<file path="src/rtl/ex_pkg.sv">
// Package: ex_pkg
// Purpose: shared constants, FSM state type and header helpers for the
//          execution-core arbiter slice (ex_arbiter, rr_arbiter, ex_arbiter_if).
// Contents:
//    WORD_W       data word width on every packet port
//    HDR_LEN_LSB  bit position of the LEN field inside a header word
//    HDR_LEN_W    width of the LEN field (also the width of the length counters)
//    ex_state_t   arbiter FSM states
//    ERR_TMO      err[] bit index for the response timeout pulse
//    ERR_STRAY    err[] bit index for the stray core word pulse
package ex_pkg;

   localparam int WORD_W      = 32;
   localparam int HDR_LEN_LSB = 0;
   localparam int HDR_LEN_W   = 8;

   localparam int ERR_W     = 2;
   localparam int ERR_TMO   = 0;
   localparam int ERR_STRAY = 1;

   typedef enum logic [1:0] {
      S_IDLE     = 2'd0,
      S_FWD      = 2'd1,
      S_WAIT_RSP = 2'd2,
      S_RSP      = 2'd3
   } ex_state_t;

   // Payload word count carried in a header word.
   function automatic logic [HDR_LEN_W-1:0] hdr_len(input logic [WORD_W-1:0] word);
      return word[HDR_LEN_LSB +: HDR_LEN_W];
   endfunction

endpackage

</file>
<file path="src/rtl/ex_arbiter_if.sv">
// Interface: ex_arbiter_if
// Purpose: requester-side bundle of the execution-core arbiter.
// Signals:
//    req_valid  NREQ     requester i presents a word
//    req_data   32*NREQ  requester i word in slice [32*i+31:32*i]
//    req_ready  NREQ     word of requester i accepted when valid & ready
//    rsp_valid  NREQ     one-hot response strobe (no backpressure)
//    rsp_data   32       response word shared by all requesters
// Modports:
//    master  requester side (drives req_valid/req_data)
//    slave   arbiter side (drives req_ready/rsp_valid/rsp_data)
interface ex_arbiter_if
   import ex_pkg::*;
#(
   parameter int NREQ = 2
);

   logic [NREQ-1:0]        req_valid;
   logic [WORD_W*NREQ-1:0] req_data;
   logic [NREQ-1:0]        req_ready;
   logic [NREQ-1:0]        rsp_valid;
   logic [WORD_W-1:0]      rsp_data;

   modport master (
      output req_valid,
      output req_data,
      input  req_ready,
      input  rsp_valid,
      input  rsp_data
   );

   modport slave (
      input  req_valid,
      input  req_data,
      output req_ready,
      output rsp_valid,
      output rsp_data
   );

endinterface

</file>
<file path="src/rtl/ex_arbiter_rr_arbiter.sv">
// Module: rr_arbiter
// Purpose: purely combinational round-robin pick. Returns the first active
//          request at or after the pointer, wrapping around NREQ.
// Ports:
//    req        in   NREQ  request vector
//    ptr        in   2     round-robin start index (always < NREQ)
//    grant      out  NREQ  one-hot grant (zero when no request)
//    grant_idx  out  2     index of the granted requester
//    any        out  1     at least one request active
module rr_arbiter
#(
   parameter int NREQ = 2
)
(
   input  logic [NREQ-1:0] req,
   input  logic [1:0]      ptr,
   output logic [NREQ-1:0] grant,
   output logic [1:0]      grant_idx,
   output logic            any
);

   // cand[k] is the requester index examined at rotation offset k from ptr.
   logic [1:0] cand [NREQ];

   for (genvar gi = 0; gi < NREQ; gi++) begin : g_cand
      assign cand[gi] = (int'(ptr) + gi >= NREQ) ? 2'(int'(ptr) + gi - NREQ)
                                                 : 2'(int'(ptr) + gi);
   end

   logic [NREQ-1:0] shifted;

   // Scan from the farthest offset down so the nearest active request wins.
   always_comb begin
      grant_idx = '0;
      any       = 1'b0;
      shifted   = '0;
      for (int k = NREQ - 1; k >= 0; k--) begin
         shifted = req >> cand[k];
         if (shifted[0]) begin
            grant_idx = cand[k];
            any       = 1'b1;
         end
      end
      grant = any ? (NREQ'(1) << grant_idx) : '0;
   end

endmodule

</file>
<file path="src/rtl/ex_arbiter.sv">
// Module: ex_arbiter
// Purpose: shares one execution core between NREQ packet requesters. A granted
//          requester's whole packet is forwarded word-by-word to the core, then
//          the core's response packet is routed back to that requester.
//          Packets: header word (LEN = hdr[7:0]) followed by LEN payload words.
// Parameters:
//    NREQ     number of requesters (2..4)
//    TMO_CYC  idle cycles tolerated while waiting for a response word
// Ports:
//    clk                  in   1   rising-edge clock
//    reset                in   1   asynchronous active-low reset
//    req_bus              slave    requester-side bundle (ex_arbiter_if)
//    out_interface        out  32  word to the core
//    valid_out_interface  out  1   out_interface qualifier
//    in_interface         in   32  word from the core
//    valid_in_interface   in   1   in_interface qualifier
//    busy                 out  1   high outside IDLE
//    grant_id             out  2   current owner index
//    err                  out  2   pulses: [0] response timeout, [1] stray core word
module ex_arbiter
   import ex_pkg::*;
#(
   parameter int NREQ    = 2,
   parameter int TMO_CYC = 1024
)
(
   input  logic              clk,
   input  logic              reset,
   ex_arbiter_if.slave       req_bus,
   output logic [WORD_W-1:0] out_interface,
   output logic              valid_out_interface,
   input  logic [WORD_W-1:0] in_interface,
   input  logic              valid_in_interface,
   output logic              busy,
   output logic [1:0]        grant_id,
   output logic [ERR_W-1:0]  err
);

   localparam int TMO_W = $clog2(TMO_CYC + 1);
   localparam logic [TMO_W-1:0] TMO_LAST = TMO_W'(TMO_CYC - 1);

   ex_state_t            state_reg, state_next;
   logic [1:0]           grant_reg, grant_next;
   logic [1:0]           rr_ptr_reg, rr_ptr_next;
   logic                 hdr_pend_reg, hdr_pend_next;
   logic [HDR_LEN_W-1:0] fwd_rem_reg, fwd_rem_next;
   logic [HDR_LEN_W-1:0] rsp_rem_reg, rsp_rem_next;
   logic [TMO_W-1:0]     tmo_cnt_reg, tmo_cnt_next;
   logic [WORD_W-1:0]    out_data_reg, out_data_next;
   logic                 out_valid_reg, out_valid_next;
   logic [WORD_W-1:0]    rsp_data_reg, rsp_data_next;
   logic [NREQ-1:0]      rsp_valid_reg, rsp_valid_next;
   logic [ERR_W-1:0]     err_reg, err_next;

   logic [NREQ-1:0]      req_ready_int;
   logic [NREQ-1:0]      arb_grant;
   logic [1:0]           arb_idx;
   logic                 arb_any;

   rr_arbiter #(.NREQ(NREQ)) u_rr (
      .req       (req_bus.req_valid),
      .ptr       (rr_ptr_reg),
      .grant     (arb_grant),
      .grant_idx (arb_idx),
      .any       (arb_any)
   );

   // Owner decode and owner word select as an AND-OR mux.
   logic [NREQ-1:0]   grant_oh;
   logic [WORD_W-1:0] masked_word [NREQ];
   logic [WORD_W-1:0] req_word;

   for (genvar gi = 0; gi < NREQ; gi++) begin : g_owner
      assign grant_oh[gi]    = (grant_reg == 2'(gi));
      assign masked_word[gi] = grant_oh[gi] ? req_bus.req_data[WORD_W*gi +: WORD_W] : '0;
   end

   always_comb begin
      req_word = '0;
      for (int k = 0; k < NREQ; k++) begin
         req_word = req_word | masked_word[k];
      end
   end

   logic                 fwd_accept;
   logic [1:0]           grant_inc;
   logic [HDR_LEN_W-1:0] req_len;
   logic [HDR_LEN_W-1:0] in_len;

   assign fwd_accept = (state_reg == S_FWD) && |(req_bus.req_valid & grant_oh);
   assign grant_inc  = (grant_reg == 2'(NREQ - 1)) ? 2'd0 : grant_reg + 2'd1;
   assign req_len    = hdr_len(req_word);
   assign in_len     = hdr_len(in_interface);

   always_comb begin
      state_next     = state_reg;
      grant_next     = grant_reg;
      rr_ptr_next    = rr_ptr_reg;
      hdr_pend_next  = hdr_pend_reg;
      fwd_rem_next   = fwd_rem_reg;
      rsp_rem_next   = rsp_rem_reg;
      tmo_cnt_next   = '0;
      out_data_next  = out_data_reg;
      out_valid_next = 1'b0;
      rsp_data_next  = rsp_data_reg;
      rsp_valid_next = '0;
      err_next       = '0;
      req_ready_int  = '0;

      case (state_reg)
         S_IDLE: begin
            if (arb_any) begin
               grant_next    = arb_idx;
               hdr_pend_next = 1'b1;
               state_next    = S_FWD;
            end
            if (valid_in_interface) begin
               err_next[ERR_STRAY] = 1'b1;
            end
         end

         S_FWD: begin
            req_ready_int = grant_oh;
            if (valid_in_interface) begin
               err_next[ERR_STRAY] = 1'b1;
            end
            if (fwd_accept) begin
               out_valid_next = 1'b1;
               out_data_next  = req_word;
               if (hdr_pend_reg) begin
                  hdr_pend_next = 1'b0;
                  fwd_rem_next  = req_len;
                  if (req_len == '0) begin
                     state_next = S_WAIT_RSP;
                  end
               end else begin
                  fwd_rem_next = fwd_rem_reg - 1'b1;
                  if (fwd_rem_reg == HDR_LEN_W'(1)) begin
                     state_next = S_WAIT_RSP;
                  end
               end
            end
         end

         S_WAIT_RSP, S_RSP: begin
            if (valid_in_interface) begin
               rsp_valid_next = grant_oh;
               rsp_data_next  = in_interface;
               if (state_reg == S_WAIT_RSP) begin
                  rsp_rem_next = in_len;
                  if (in_len == '0) begin
                     state_next  = S_IDLE;
                     rr_ptr_next = grant_inc;
                  end else begin
                     state_next = S_RSP;
                  end
               end else begin
                  rsp_rem_next = rsp_rem_reg - 1'b1;
                  if (rsp_rem_reg == HDR_LEN_W'(1)) begin
                     state_next  = S_IDLE;
                     rr_ptr_next = grant_inc;
                  end
               end
            end else if (tmo_cnt_reg == TMO_LAST) begin
               // The TMO_CYC-th consecutive idle cycle: abandon the response.
               err_next[ERR_TMO] = 1'b1;
               state_next        = S_IDLE;
               rr_ptr_next       = grant_inc;
            end else begin
               tmo_cnt_next = tmo_cnt_reg + 1'b1;
            end
         end

         default: begin
            state_next = S_IDLE;
         end
      endcase
   end

   always_ff @(posedge clk or negedge reset) begin
      if (!reset) begin
         state_reg     <= S_IDLE;
         grant_reg     <= '0;
         rr_ptr_reg    <= '0;
         hdr_pend_reg  <= 1'b0;
         fwd_rem_reg   <= '0;
         rsp_rem_reg   <= '0;
         tmo_cnt_reg   <= '0;
         out_data_reg  <= '0;
         out_valid_reg <= 1'b0;
         rsp_data_reg  <= '0;
         rsp_valid_reg <= '0;
         err_reg       <= '0;
      end else begin
         state_reg     <= state_next;
         grant_reg     <= grant_next;
         rr_ptr_reg    <= rr_ptr_next;
         hdr_pend_reg  <= hdr_pend_next;
         fwd_rem_reg   <= fwd_rem_next;
         rsp_rem_reg   <= rsp_rem_next;
         tmo_cnt_reg   <= tmo_cnt_next;
         out_data_reg  <= out_data_next;
         out_valid_reg <= out_valid_next;
         rsp_data_reg  <= rsp_data_next;
         rsp_valid_reg <= rsp_valid_next;
         err_reg       <= err_next;
      end
   end

   assign req_bus.req_ready  = req_ready_int;
   assign req_bus.rsp_valid  = rsp_valid_reg;
   assign req_bus.rsp_data   = rsp_data_reg;
   assign out_interface       = out_data_reg;
   assign valid_out_interface = out_valid_reg;
   assign busy                = (state_reg != S_IDLE);
   assign grant_id            = grant_reg;
   assign err                 = err_reg;

endmodule

</file>
<file path="src/flat_wrapper.sv">
// flat-port wrapper written by rule: the top's interface ports become plain ports
module ex_arbiter_flat import ex_pkg::*;
#(
   parameter int NREQ    = 2,
   parameter int TMO_CYC = 1024
)
  (clk, reset, out_interface, valid_out_interface, in_interface, valid_in_interface, busy, grant_id, err, req_bus_req_valid, req_bus_req_data, req_bus_req_ready, req_bus_rsp_valid, req_bus_rsp_data);
  ex_arbiter_if #(.NREQ(NREQ)) req_bus_i ();
  input  logic clk;
  input  logic reset;
  output logic [WORD_W-1:0] out_interface;
  output logic valid_out_interface;
  input  logic [WORD_W-1:0] in_interface;
  input  logic valid_in_interface;
  output logic busy;
  output logic [1:0] grant_id;
  output logic [ERR_W-1:0] err;
  input wire logic [$bits(req_bus_i.req_valid)-1:0] req_bus_req_valid;
  input wire logic [$bits(req_bus_i.req_data)-1:0] req_bus_req_data;
  output wire logic [$bits(req_bus_i.req_ready)-1:0] req_bus_req_ready;
  output wire logic [$bits(req_bus_i.rsp_valid)-1:0] req_bus_rsp_valid;
  output wire logic [$bits(req_bus_i.rsp_data)-1:0] req_bus_rsp_data;
  assign req_bus_i.req_valid = req_bus_req_valid;
  assign req_bus_i.req_data = req_bus_req_data;
  assign req_bus_req_ready = req_bus_i.req_ready;
  assign req_bus_rsp_valid = req_bus_i.rsp_valid;
  assign req_bus_rsp_data = req_bus_i.rsp_data;
  ex_arbiter #(.NREQ(NREQ), .TMO_CYC(TMO_CYC)) u_core (.clk(clk), .reset(reset), .req_bus(req_bus_i), .out_interface(out_interface), .valid_out_interface(valid_out_interface), .in_interface(in_interface), .valid_in_interface(valid_in_interface), .busy(busy), .grant_id(grant_id), .err(err));
endmodule
</file>
<file path="config.mk">
export PLATFORM = sky130hd
export DESIGN_NAME = ex_arbiter_flat
export DESIGN_NICKNAME = d
export VERILOG_FILES = /design/src/rtl/ex_pkg.sv /design/src/rtl/ex_arbiter_if.sv /design/src/rtl/ex_arbiter_rr_arbiter.sv /design/src/rtl/ex_arbiter.sv /design/src/flat_wrapper.sv
export SDC_FILE = /design/constraint.sdc
export NUM_CORES = 1
export LEC_CHECK = 0
export BUFFER_PORTS_ARGS = -buffer_cell sky130_fd_sc_hd__buf_2
export CAP_MARGIN = 30
export CORE_MARGIN = 2
export CORE_UTILIZATION = 44
export DETAILED_ROUTE_END_ITERATION = 16
export PLACE_DENSITY = 0.75
export SETUP_SLACK_MARGIN = 0.05
export SLEW_MARGIN = 10
export SYNTH_ARGS = -nofsm -noshare
export SYNTH_HDL_FRONTEND = slang
export SYNTH_HIERARCHICAL = 1
export SYNTH_SLANG_ARGS = --single-unit
</file>
<file path="constraint.sdc">
create_clock -name clk -period 1.5 [get_ports clk]
set_input_delay 0.075 -clock clk [delete_from_list [all_inputs] [get_ports clk]]
set_output_delay 0.075 -clock clk [all_outputs]
set_load 0.01 [all_outputs]
</file>
; ---- Word-level counts from Yosys, hierarchy flattened
; Cells that the tools add are included.
[word_totals]
mem_bits_ro = 0
ff_bits = 103
in_bits = 101
memories = 0
elab_cells = 100
latchBits = 0
out_inout_bits = 74
ramBits = 0
[classes]
magnitude_cmp = 2
div_mod_pow = 0
reduce_logical = 17
n_bitwise = 2
eq_ne = 15
n_mux = 43
add_sub_neg = 7
mul = 0
shifts = 2
[ops]
columns = cell, count
row1 = 32-bit two-way mux, 2
row2 = 2-bit two-way mux, 23
row3 = 11-bit two-way mux, 3
row4 = 32-bit OR, 1
row5 = 8-bit by 1-bit equality test with 1-bit output (second input constant), 2
row6 = 8-bit logical NOT, 2
row7 = 8-bit two-way mux, 2
row8 = 8-bit by 1-bit subtractor with 8-bit output (second input constant), 2
row9 = 11-bit by 1-bit adder with 11-bit output (second input constant), 1
row10 = 11-bit by 10-bit equality test with 1-bit output (second input constant), 1
row11 = 1-bit two-way mux, 11
row12 = 3-bit by 2-bit != test with 1-bit output (second input constant), 2
row13 = 3-bit != test (second input constant), 2
row14 = 2-bit one-hot mux with 3 select lines, 1
row15 = 2-bit AND reduction, 3
row16 = 6-bit AND reduction, 1
row17 = 2-bit nonzero test, 3
row18 = 2-bit OR reduction, 3
row19 = 2-bit by 1-bit equality test with 1-bit output (second input constant), 2
row20 = 2-bit equality test (second input constant), 2
row21 = 2-bit logical NOT, 2
row22 = 2-bit by 1-bit != test with 1-bit output (second input constant), 2
row23 = 4-bit by 2-bit != test with 1-bit output (second input constant), 1
row24 = 4-bit AND reduction, 1
row25 = 11 further kinds, 13

; ---- Depth between registers and ports, before layout
[depth]
ltp_word = 8
ltp_mapped = 7
mapped_depth_nobuf = 6

; ---- Cells and area by module
; The synthesis kept the hierarchy.
[by_module_without_submodules]
columns = module, seq_area_each_um2, instances, cells_each, area_per_inst_um2
row1 = ex_arbiter, 2577.5, 1, 522, 4842.1
row2 = rr_arbiter, 0.0, 1, 9, 56.3

; ---- Least setup slack after synthesis
; OpenSTA, ideal clock, no wires.
[synth_timing]
path_kind = reg-to-reg
from = register u_core.tmo_cnt_reg[0]
to = register u_core.state_reg[0]
arrival_time_ps = 1547
n_path_buf = 1
synth_period_minus_slack_ps = 1625
required_ps = 1422
slack_ps = -125
setup_time_ps = 78
path_stages_with_launch = 8
path_cell_list = dfrtp_1 ha_1 nand3_1 nor3_1 or2_2 buf_2 and3_1 o21bai_1
[synth_via]
elab_chain_len = 3
[synth_rtl]
columns = item, line
row1 = "start, declared", ex_arbiter.sv:48  ; logic [TMO_W-1:0] tmo_cnt_reg, tmo_cnt_next;
row2 = "start signal, assigned", ex_arbiter.sv:201  ; tmo_cnt_reg <= tmo_cnt_next;
row3 = 11-bit by 10-bit equality test with 1-bit output, ex_arbiter.sv:164  ; end else if (tmo_cnt_reg == TMO_LAST) begin
row4 = 3-bit by 2-bit != test with 1-bit output (no line), --
row5 = 6-bit AND reduction (no line), --
row6 = "end signal, assigned", ex_arbiter.sv:195  ; state_reg <= state_next;
row7 = "end, declared", ex_arbiter.sv:42  ; ex_state_t state_reg, state_next;
; No other way between the ends.
; A chain may end at the register's enable or synchronous reset.

; ---- Final worst setup path
[layout_timing]
from = register u_core.state_reg[1]
to = output port busy
[layout_via]
elab_chain_len = 1
[layout_rtl]
columns = item, line
row1 = 2-bit nonzero test, ex_arbiter.sv:215  ; assign busy = (state_reg != S_IDLE);
row2 = "end, declared", flat_wrapper.sv:15  ; output logic busy;
; No other way between the ends.

==> impl_metrics.py <==
metrics = {
    "outcome": {
        "status": "finished, violations left",
        "failed_checks": "negative setup slack",
    },
    "setup_path": {
        "cp.required_ns": 1.42,
        "start_kind": "flop",
        "endpoint_kind": "primary output",
        "path_class": "reg2out",
        "worstPathArrival_ns": 1.54,
        "critPathMaxFanout": 3,
    },
    "route": {
        "vias_per_cell": 5.36,
        "finalWirelength_mm": 15.8,
        "ant_nets": 0,
        "drc": 0,
        "drt_iter0_markers": 406,
        "routedWlPerCell_um": 17.2,
        "vias": 4923,
        "drtPass1Iterations": 5,
    },
    "timing": {
        "setup_violations": 26,
        "slew_headroom": 0.654,
        "fin_crit_ns": 1.61,
        "skew_ns": 0.0172,
        "rsz0062_at_grt": "yes",
        "hold_viol": 0,
        "fin_crit_sh": 1.08,
        "drv_slew": 0,
        "fmax_mhz": 619,
        "worstMarginPinSlew_ns": 0.519,
        "worst_slack_ns": -0.115,
    },
    "synth": {
        "syn_area_per_cell_um2": 9.23,
        "synth_fp_nets": 634,
        "yosys_warnings": 6,
        "netlist_instances": 528,
        "netlist_area_mm2": 0.00488,
    },
    "final_layout": {
        "area_delta_synth_final_pct": 53.2,
        "register_area_mm2": 0.00258,
        "final_util": 0.689,
        "final_cell_mix": "buf_2, nand2_1, dfrtp_1, buf_4, mux2i_1",
        "nFillCells": 737,
        "layout_commonest_cell": "buf_2",
        "fin_nets": 878,
        "multi_input_area_mm2": 0.00257,
        "drive_gt1_frac": 0.430,
    },
    "placed_design": {
        "portBuffers": 174,
        "place_hpwl_mm": 9.42,
        "gp_congestion": 0.875,
    },
    "die": {
        "die_w_um": 109,
        "start_util": 0.450,
        "die_h_um": 109,
        "row_count": 38,
        "die_area_mm2": 0.0119,
        "fp.coreArea_mm2": 0.0108,
        "ios": 175,
    },
    "clock_tree": {
        "clock_sinks": 103,
        "h-tree-depth": 3,
        "clk_latency_ns": 0.38,
        "cts.path.max_buffers": 2,
        "clk_pin_slew_ns": 0.11,
        "cts_tree": "done",
        "numCtsBuffers": 9,
        "clock_tree.root_cell": "clkbuf_8",
    },
    "pwr": {
        "p_leak_nw": 3.80,
        "p_total_mw": 14.2,
        "peakVddDrop_uv": 1400,
        "power_density_mw_per_mm2": 1910,
    },
    "global_routing": {
        "antenna_found_initial": 0,
        "overflow": 0,
        "grt_pass1_vias": 4758,
        "grt_pass1_wl_mm": 22.8,
        "grt_start_max_net_pins": 40,
        "track_usage": 0.246,
    },
    "worst_hold_path": {
        "min_path_type": "in2reg",
    },
    "run": {
        "max-cap-violations": 0,
    },
}
-- repair_timing --
| action | in CTS | in global routing |
|---|---|---|
| buffers inserted | 5 | 6 |
| cloned | 3 | 2 |
| pin swaps | 21 | 9 |
| setup endpoints to repair | 26 | 64 |
| resized for setup | 77 | 43 |
| hold buffers | 30 | 0 |
| endpoints found under the hold margin | 64 | 0 |
-- metal layers --
metal / vias up / wire (um) / part of all wire / global-route usage
li1: 2285 / - / - / -
met1: 2407 / 6160 / 0.39 / 0.301
met2: 188 / 8430 / 0.53 / 0.426
met3: 43 / 722 / 0.046 / 0.0317
met4: 0 / 512 / 0.032 / 0.120
met5: - / 0 / 0 / 0
-- power by group --
part	internal (mW)	switching, mW
clock network	0.958	1.04
registers	3.82	0.794
logic	3.47	4.16
-- cell type report --
cell class / instances / area share
antenna: 1 / 0.000335
clock buffer: 9 / 0.0166
clock inverter: 7 / 0.0137
inverter: 11 / 0.00653
multi-input combinational: 381 / 0.344
sequential: 103 / 0.346
tap: 140 / 0.0235
timing repair buffer: 266 / 0.250
-- critical path: stages (launching register included) --
cell and delay (ns):
dfrtp_1 0.43, buf_4 0.15, buf_6 0.11, or2_4 0.25
buf_6 0.13, buf_6 0.11
-- through the flow --
| step | setup TNS [ns] | std cells | hold WS, ns | worst slack [ns] | cell area, um^2 |
|---|---|---|---|---|---|
| 2_1_floorplan | 0 | 528 | -0.221 | 0.0120 | 4950 |
| 3_3_place_gp | -0.147 | 855 | 0.0802 | -0.0869 | 6260 |
| 3_5_place_dp | -0.304 | 855 | 0.0851 | -0.119 | 6260 |
| 4_1_cts | -0.111 | 909 | 0.00162 | -0.0407 | 7210 |
| 5_1_grt | -3.41 | 917 | 0.0138 | -0.161 | 7470 |
| 6_report | -0.723 | 918 | 0.00222 | -0.115 | 7470 |
-- worst paths after layout --
kind / from / end / slack (ns) / cells after the start
worst min-delay path: in_interface[4] / u_core/req_bus.rsp_data[4] / 0.002 / 4
min in group asynchronous: reset / u_core/out_interface[3] / 0.20 / 2
worst max-delay path: u_core/state_reg[1] / busy / -0.11 / 5
worst max register to register: u_core/grant_id[0] / u_core/state_reg[0] / -0.08 / 5
worst min register to register: u_core/req_bus.rsp_data[24] / u_core/req_bus.rsp_data[24] / 0.48 / 2
max in group asynchronous: reset / u_core/req_bus.rsp_data[1] / 0.67 / 3
(Power assumes the default switching activity.)
